===== src/rtl/csi_lane_rx.sv =====
// csi_lane_rx: single-lane CSI D-PHY data-lane receiver.
// Decodes the LP11 -> LP01 -> LP00 start-of-transmission sequence, hunts the
// HS sync byte 0xB8 on the sampled HS bit stream and deserializes HS bits into
// WORD_W-bit words, LSB first.
//
// Optional build macro: CSI_LANE_RX_SYNC_TOL_EN. When defined, a sync register
// at Hamming distance 1 from 0xB8 is accepted as a corrected match (sot and
// sot_err pulse together). When undefined, only an exact match is accepted.
//
// Output handshake: word_valid is a one-cycle strobe qualifying word_data.
// There is no ready input; the downstream decoder must accept every word in
// the cycle it is presented. sot, eot and sot_err are one-cycle pulses.
//
// state_dbg exposes the FSM state: 0 STOP, 1 HS_RQST, 2 HS_PREP, 3 HS_SYNC,
// 4 HS_DATA.
module csi_lane_rx #(
  parameter int WORD_W      = 8,
  parameter int PREPARE_MAX = 16,
  parameter int SYNC_MAX    = 32,
  parameter int CNT_W       = 16
) (
  input  logic              clk,
  input  logic              rst,
  input  logic              lp_p,
  input  logic              lp_n,
  input  logic              hs_bit,
  output logic [WORD_W-1:0] word_data,
  output logic              word_valid,
  output logic              sot,
  output logic              eot,
  output logic [CNT_W-1:0]  byte_cnt,
  output logic              sot_err,
  output logic              rx_active,
  output logic [2:0]        state_dbg
);

  localparam int PREP_W = $clog2(PREPARE_MAX);
  localparam int SYNC_W = $clog2(SYNC_MAX);
  localparam int BIT_W  = $clog2(WORD_W);

  localparam logic [7:0]        SYNC_BYTE = 8'hB8;
  localparam logic [PREP_W-1:0] PREP_LAST = PREP_W'(PREPARE_MAX - 1);
  localparam logic [SYNC_W-1:0] SYNC_LAST = SYNC_W'(SYNC_MAX - 1);
  localparam logic [BIT_W-1:0]  BIT_LAST  = BIT_W'(WORD_W - 1);

  localparam logic [1:0] LP00 = 2'b00;
  localparam logic [1:0] LP01 = 2'b01;
  localparam logic [1:0] LP10 = 2'b10;
  localparam logic [1:0] LP11 = 2'b11;

  typedef enum logic [2:0] {
    ST_STOP = 3'd0,
    ST_RQST = 3'd1,
    ST_PREP = 3'd2,
    ST_SYNC = 3'd3,
    ST_DATA = 3'd4
  } state_t;

  state_t            state;
  logic [PREP_W-1:0] prep_cnt;
  logic [SYNC_W-1:0] sync_cnt;
  logic [BIT_W-1:0]  bit_cnt;
  logic [7:0]        sync_sr;
  logic [WORD_W-1:0] data_sr;

  logic [1:0]        lp;
  logic [7:0]        sync_next;
  logic [WORD_W-1:0] data_next;
  logic              sync_exact;
  logic              sync_near;

  assign lp        = {lp_p, lp_n};
  // New bits enter at the MSB so the first received bit ends up at bit 0.
  assign sync_next = {hs_bit, sync_sr[7:1]};
  assign data_next = {hs_bit, data_sr[WORD_W-1:1]};
  assign sync_exact = (sync_next == SYNC_BYTE);

`ifdef CSI_LANE_RX_SYNC_TOL_EN
  assign sync_near = ($countones(sync_next ^ SYNC_BYTE) == 1);
`else
  assign sync_near = 1'b0;
`endif

  assign state_dbg = state;

  // Lane FSM with all outputs registered; pulse outputs default low each cycle.
  always_ff @(posedge clk) begin
    if (rst) begin
      state      <= ST_STOP;
      prep_cnt   <= '0;
      sync_cnt   <= '0;
      bit_cnt    <= '0;
      sync_sr    <= '0;
      data_sr    <= '0;
      word_data  <= '0;
      word_valid <= 1'b0;
      sot        <= 1'b0;
      eot        <= 1'b0;
      sot_err    <= 1'b0;
      rx_active  <= 1'b0;
      byte_cnt   <= '0;
    end else begin
      word_valid <= 1'b0;
      sot        <= 1'b0;
      eot        <= 1'b0;
      sot_err    <= 1'b0;
      case (state)
        ST_STOP: begin
          // Escape requests (LP10) and stray LP00 are not ours to answer.
          if (lp == LP01) state <= ST_RQST;
        end
        ST_RQST: begin
          case (lp)
            LP00: begin
              // The LP00 cycle that leaves the request counts as prepare cycle 1.
              state    <= ST_PREP;
              prep_cnt <= PREP_W'(1);
            end
            LP11: state <= ST_STOP;
            LP10: begin
              state   <= ST_STOP;
              sot_err <= 1'b1;
            end
            default: ;
          endcase
        end
        ST_PREP: begin
          if (lp != LP00) begin
            state    <= ST_STOP;
            sot_err  <= 1'b1;
            prep_cnt <= '0;
          end else begin
            sync_sr <= sync_next;
            if (prep_cnt == PREP_LAST) begin
              state     <= ST_SYNC;
              prep_cnt  <= '0;
              sync_cnt  <= '0;
              sync_sr   <= '0;
              rx_active <= 1'b1;
            end else begin
              prep_cnt <= prep_cnt + 1'b1;
            end
          end
        end
        ST_SYNC: begin
          if (lp != LP00) begin
            state     <= ST_STOP;
            sot_err   <= 1'b1;
            rx_active <= 1'b0;
          end else begin
            sync_sr <= sync_next;
            if (sync_exact || sync_near) begin
              state    <= ST_DATA;
              sot      <= 1'b1;
              sot_err  <= ~sync_exact;
              bit_cnt  <= '0;
              data_sr  <= '0;
              byte_cnt <= '0;
            end else if (sync_cnt == SYNC_LAST) begin
              state     <= ST_STOP;
              sot_err   <= 1'b1;
              rx_active <= 1'b0;
            end else begin
              sync_cnt <= sync_cnt + 1'b1;
            end
          end
        end
        ST_DATA: begin
          // LP takes priority: hs_bit on the exit cycle and any trail bits are dropped.
          if (lp == LP11) begin
            state     <= ST_STOP;
            eot       <= 1'b1;
            rx_active <= 1'b0;
          end else if (lp != LP00) begin
            state     <= ST_STOP;
            eot       <= 1'b1;
            sot_err   <= 1'b1;
            rx_active <= 1'b0;
          end else begin
            data_sr <= data_next;
            if (bit_cnt == BIT_LAST) begin
              bit_cnt    <= '0;
              word_data  <= data_next;
              word_valid <= 1'b1;
              if (byte_cnt != {CNT_W{1'b1}}) byte_cnt <= byte_cnt + 1'b1;
            end else begin
              bit_cnt <= bit_cnt + 1'b1;
            end
          end
        end
        default: begin
          state     <= ST_STOP;
          rx_active <= 1'b0;
        end
      endcase
    end
  end

endmodule

===== config.mk =====
export PLATFORM = sky130hd
export DESIGN_NAME = csi_lane_rx
export DESIGN_NICKNAME = d
export VERILOG_FILES = /design/src/rtl/csi_lane_rx.sv
export SDC_FILE = /design/constraint.sdc
export NUM_CORES = 1
export LEC_CHECK = 0
export CAP_MARGIN = 0
export CORE_ASPECT_RATIO = 0.9
export CORE_UTILIZATION = 45
export CTS_CLUSTER_SIZE = 25
export DETAILED_ROUTE_END_ITERATION = 6
export GPL_ROUTABILITY_DRIVEN = 0
export PLACE_DENSITY_LB_ADDON = 0.15
export SYNTH_ARGS = -nofsm -noshare
export SYNTH_HDL_FRONTEND = slang
export SYNTH_SLANG_ARGS = --single-unit
export TNS_END_PERCENT = 50

===== constraint.sdc =====
create_clock -name clk -period 3.8 [get_ports clk]
set_input_delay 1.14 -clock clk [delete_from_list [all_inputs] [get_ports clk]]
set_output_delay 1.14 -clock clk [all_outputs]
set_load 0.05 [all_outputs]

; Yosys cells after proc, flatten, opt, wreduce, memory -nomap -nowiden
; Index checks and enable logic that the tools add are counted.
[totals]
out_inout_bits = 32
in_bits = 5
elab_cells = 132
register_bits = 60
[op_classes]
bitwise_logic = 6
mux = 60
n_eq_ne = 30
n_reduce_logical = 19
n_addsub = 4
[ops]
columns = operator, n
row1 = 16-bit two-way mux, 6
row2 = 8-bit two-way mux, 7
row3 = 3-bit two-way mux, 13
row4 = 16-bit case mux with 2 select lines, 1
row5 = 8-bit case mux with 2 select lines, 2
row6 = 5-bit two-way mux, 5
row7 = 2-bit != test (second input constant), 12
row8 = 16-bit by 1-bit adder with 16-bit output (second input constant), 1
row9 = 1-bit two-way mux, 16
row10 = 16-bit != test (second input constant), 1
row11 = 3-bit != test (second input constant), 5
row12 = 3-bit case mux with 5 select lines, 1
row13 = 4-bit two-way mux, 3
row14 = 3-bit case mux with 2 select lines, 2
row15 = 6-bit AND reduction, 2
row16 = 5-bit case mux with 2 select lines, 1
row17 = 5-bit AND reduction, 2
row18 = 8-bit equality test (second input constant), 1
row19 = 1-bit case mux with 4 select lines, 2
row20 = 4-bit case mux with 2 select lines, 1
row21 = 2-bit nonzero test, 4
row22 = 7-bit AND reduction, 1
row23 = 3-bit by 2-bit equality test with 1-bit output (second input constant), 2
row24 = 3-bit equality test (second input constant), 2
row25 = 18 further kinds, 26

; Logic depth before layout (Yosys ltp)
[depth]
word_depth = 6
mapped_depth = 10
ltp_nobuf = 8

; Least setup slack after synthesis
; No wires, ideal clock.
[synth_path]
path_kind = input to register
start = in lp_p
end = reg byte_cnt[7]
path_buffers = 3
arrival_time_ps = 3092
t_required_ps = 3654
setup_time_ps = 146
path_stages = 10
slack_ps = 562
path_cell_list = inv_1 ha_1 clkbuf_1 inv_1 or4_4 nor2b_4 buf_6 clkbuf_1 o311ai_0 o41ai_1
[synth_via]
elab_chain_cells = 3
word_cells_on_any_way = 6
cone_classes = eq/ne: 4 / reduce/logical: 2
[synth_rtl]
columns = element, line
row1 = "start, declared", 24  ; input logic lp_p,
row2 = 2-bit equality test or 2-bit nonzero test (tied branches), "170, 146, 174"
row3 = 2-bit != test (no line), --
row4 = 7-bit AND reduction (no line) (*), --
row5 = "end signal, assigned", 185  ; if (byte_cnt != {CNT_W{1'b1}}) byte_cnt <= byte_cnt + 1'b1;
row6 = "end, declared", 31  ; output logic [CNT_W-1:0] byte_cnt,
; Mark *: on every way between the ends. The rest lies on a longest branch, timed or not.
; A chain may end at the register's enable or synchronous reset.

; Worst setup path after layout
[layout_path]
start = in lp_p
end = reg byte_cnt[10]
; The elaborated chain is that of the path after synthesis.

==> impl_metrics.csv <==
group,metric,value,unit
timing,period_needed,3.18,ns
setup_path,reg2reg_slack,1.22,ns
status,status,"completed",
placement,place_area,3310,um^2
synthesis,yosys_most_used_dff,"dfxtp_1",
timing,fmax,0.315,GHz
floorplanning,core.rowCount,27,
global_route,grt_antenna_before_repair,0,
setup_path,startpoint,"lp_p",
setup_path,path_class,"in -> reg",
floorplanning,die_area,6760,um^2
global_route,use_met3,4.42,%
timing,skew,0.00992,ns
synthesis,syn-num-nets,360,
detailed_routing,vias,2720,
placement,port_buffers,36,
global_route,met2_usage,33.0,%
timing,setup_viol,0,
detailed_routing,avgRoutedWirePerCell,14.5,um
timing,maxSlewViolCount,0,
layout,fin_area,3540,um^2
global_route,gr-usage-all-layers,21.1,%
power_and_ir_drop,total_power,1.53,mW
synthesis,synthCells,344,
clock_network,clk_pin_slew,0.07,ns
floorplanning,chipWidth,86.5,um
floorplanning,fp.dieH,78.1,um
layout,multi_input_area,1590,um^2
layout,fill_cells,572,
synthesis,yosys_warnings,0,
power_and_ir_drop,leakagePower,1.23,nW
layout,diodes,0,
floorplanning,core_area,6150,um^2
synthesis,seq_area_frac_synth,40.1,%
layout,nets,390,
clock_network,cts-resized-gates,0,
layout,syn_to_final_growth,22.3,%
global_route,grt_pass1_wl,11300,um
timing,worstMarginPinSlew,0.577,ns
synthesis,synth_top_area_cell,"dfxtp_1",
layout,drive_gt1_share,8.44,%
detailed_routing,ant_nets,0,
clock_network,clk_path_buf_depth,2,
timing,fin_setup_tns,0,ns
setup_path,end_kind,"register",
power_and_ir_drop,max-vdd-ir-drop,302,uV
synthesis,synth_top_area_share,40.1,%
clock_network,clock_latency,0.34,ns
clock_network,cts_sinks,58,
synthesis,async_flop_share,0,%
detailed_routing,drt-vias-per-instance,5.84,
timing,rsz0062_at_grt,"false",
setup_path,endpoint,"byte_cnt[10]$_SDFFE_PP0P_",
global_route,grt_pass1_vias,2403,
detailed_routing,drcViolationCount,0,
timing,slew_headroom,61.5,%
global_route,grt-busiest-layer,"met2",
flow_run,maxCapViolations,0,
clock_network,numCtsBuffers,9,
synthesis,yosys.cell_types.count,50,
floorplanning,ios,37,
detailed_routing,first_pass_iters,4,
detailed_routing,drtIter0Drc,134,
clock_network,htreeDepth,3,
power_and_ir_drop,power_density,431,nW/um^2
global_route,grt_overflow,0,
setup_path,path_max_fanout,7,
layout,seq_area,1160,um^2
synthesis,yosys_register_bits,58,
synthesis,synth_area_leaders,"dfxtp_1 40%, ha_1 4.8%, a21oi_1 4.7%",
setup_path,worst_ep_arrival_time,3.41,ns
global_route,met1_usage,28.3,%
setup_path,worstSetupStartpointType,"primary input",
timing,whs,0.456,ns
clock_network,ctsRootBufferMaster,"clkbuf_8",
timing,fin_crit_sh,83.6,%
timing,hold_violations,0,
placement,place_hpwl,4480,um
floorplanning,start_util,47.1,%
global_route,grt_max_degree,57,
setup_path,required,4.04,ns
synthesis,syn_area,2890,um^2
clock_network,cts_tree,"yes",
setup_path,r2r-end,"byte_cnt[10]$_SDFFE_PP0P_",
clock_network,ctsHoldBuffers,0,
setup_path,r2r_start,"state_dbg[0]$_SDFFE_PP0P_",
detailed_routing,wl,6770,um
synthesis,synth_edf_count,0,
synthesis,syn_avg_cell_area,8.41,um^2
worst_hold_path,holdCritPathClass,"reg -> reg",
clock_network,post_cts_buffers,0,
setup_path,ff2ff_path_depth,6,
[layer usage]
layer  part of all wire, %  routed length (um)
met4                   1.6                 105
met3                   4.2                 287
met2                    44                2980
met5                     0                   0
met1                    50                3400
[synthesized netlist by cell type, drive strengths merged, types with 5 or more instances]
cell,n
ha,11
a31oi,7
o21ai,7
nor3,5
nor2,36
nand2,29
dfxtp,58
inv,10
nand3,14
nor2b,7
buf,5
a22oi,17
and3,8
o41ai,6
o311ai,10
a21oi,27
nand4,9
nand2b,7
nand3b,5
clkbuf,20
a211oi,5
[worst max-delay path, cell delays in order]
cell and delay [ns]:
clkdlybuf4s50_1 0.45, inv_1 0.12, ha_1 0.21, inv_1 0.07
or4_4 0.56, or2b_2 0.25, nand3_1 0.25, buf_4 0.25
o32ai_1 0.12
[kinds of logic after synthesis]
family	after synthesis	share of synthesized area, %
AND/OR/NAND/NOR	140	25.7
AO/OA/AOI/OAI	97	23.4
flip-flops	58	40.1
buffers and inverters	35	4.93
adder cells (fa/ha/maj)	11	4.76
multiplexers	3	1.04
[cell usage in the layout, fill, tap and decap left out, types with 8 or more instances in the layout]
master,Yosys,final
nand3_1,14,14
a21oi_1,27,27
clkbuf_8,0,10
and3_1,8,8
buf_4,1,8
nor2_1,36,36
a22oi_1,17,17
dfxtp_1,58,58
clkdlybuf4s50_1,0,35
nand4_1,9,9
nand2_1,29,29
o311ai_0,10,10
inv_1,10,10
ha_1,11,11
[registers in the layout, indices dropped and copies added, names as in the netlist, 3 cells and up]
signal / cells
bit_cnt: 3
byte_cnt: 16
data_sr: 7
prep_cnt: 4
state_dbg: 3
sync_cnt: 5
sync_sr: 7
word_data: 8
[cell type report]
class                      instances  share of cell area, %
multi-input combinational        251                   44.9
sequential                        58                   32.8
timing repair buffer              44                   11.7
clock buffer                      10                   3.89
tap                               87                   3.08
clock inverter                     6                   2.51
inverter                          10                   1.06
[how the worst min path moves through the flow]
stage	from	end	slack (ns)	cells past startpoint
floorplan	data_sr[1]$_SDFFE_PP0P_	word_data[0]$_SDFFE_PP0P_	0.43	2
global placement	bit_cnt[1]$_SDFFE_PP0P_	bit_cnt[1]$_SDFFE_PP0P_	0.45	2
detailed placement	word_data[4]$_SDFFE_PP0P_	word_data[4]$_SDFFE_PP0P_	0.45	2
CTS	word_data[4]$_SDFFE_PP0P_	word_data[4]$_SDFFE_PP0P_	0.46	2
global route	word_data[1]$_SDFFE_PP0P_	word_data[1]$_SDFFE_PP0P_	0.49	2
finish	word_data[4]$_SDFFE_PP0P_	word_data[4]$_SDFFE_PP0P_	0.46	2
[metrics by stage]
stage | setup WS (ns) | util, % | cells
2_1_floorplan | 0.562 | - | 344
3_3_place_gp | 0.337 | 53.9 | 450
3_5_place_dp | 0.302 | 53.9 | 450
4_1_cts | 0.661 | 57.6 | 466
5_1_grt | 0.417 | 57.6 | 466
6_report | 0.624 | 57.6 | 466
[power breakdown]
group          internal [mW]  switching (mW)
combinational         0.0906           0.150
sequential             0.620          0.0206
clock                  0.388           0.256
Note: power is estimated with default switching activity, not from simulation.
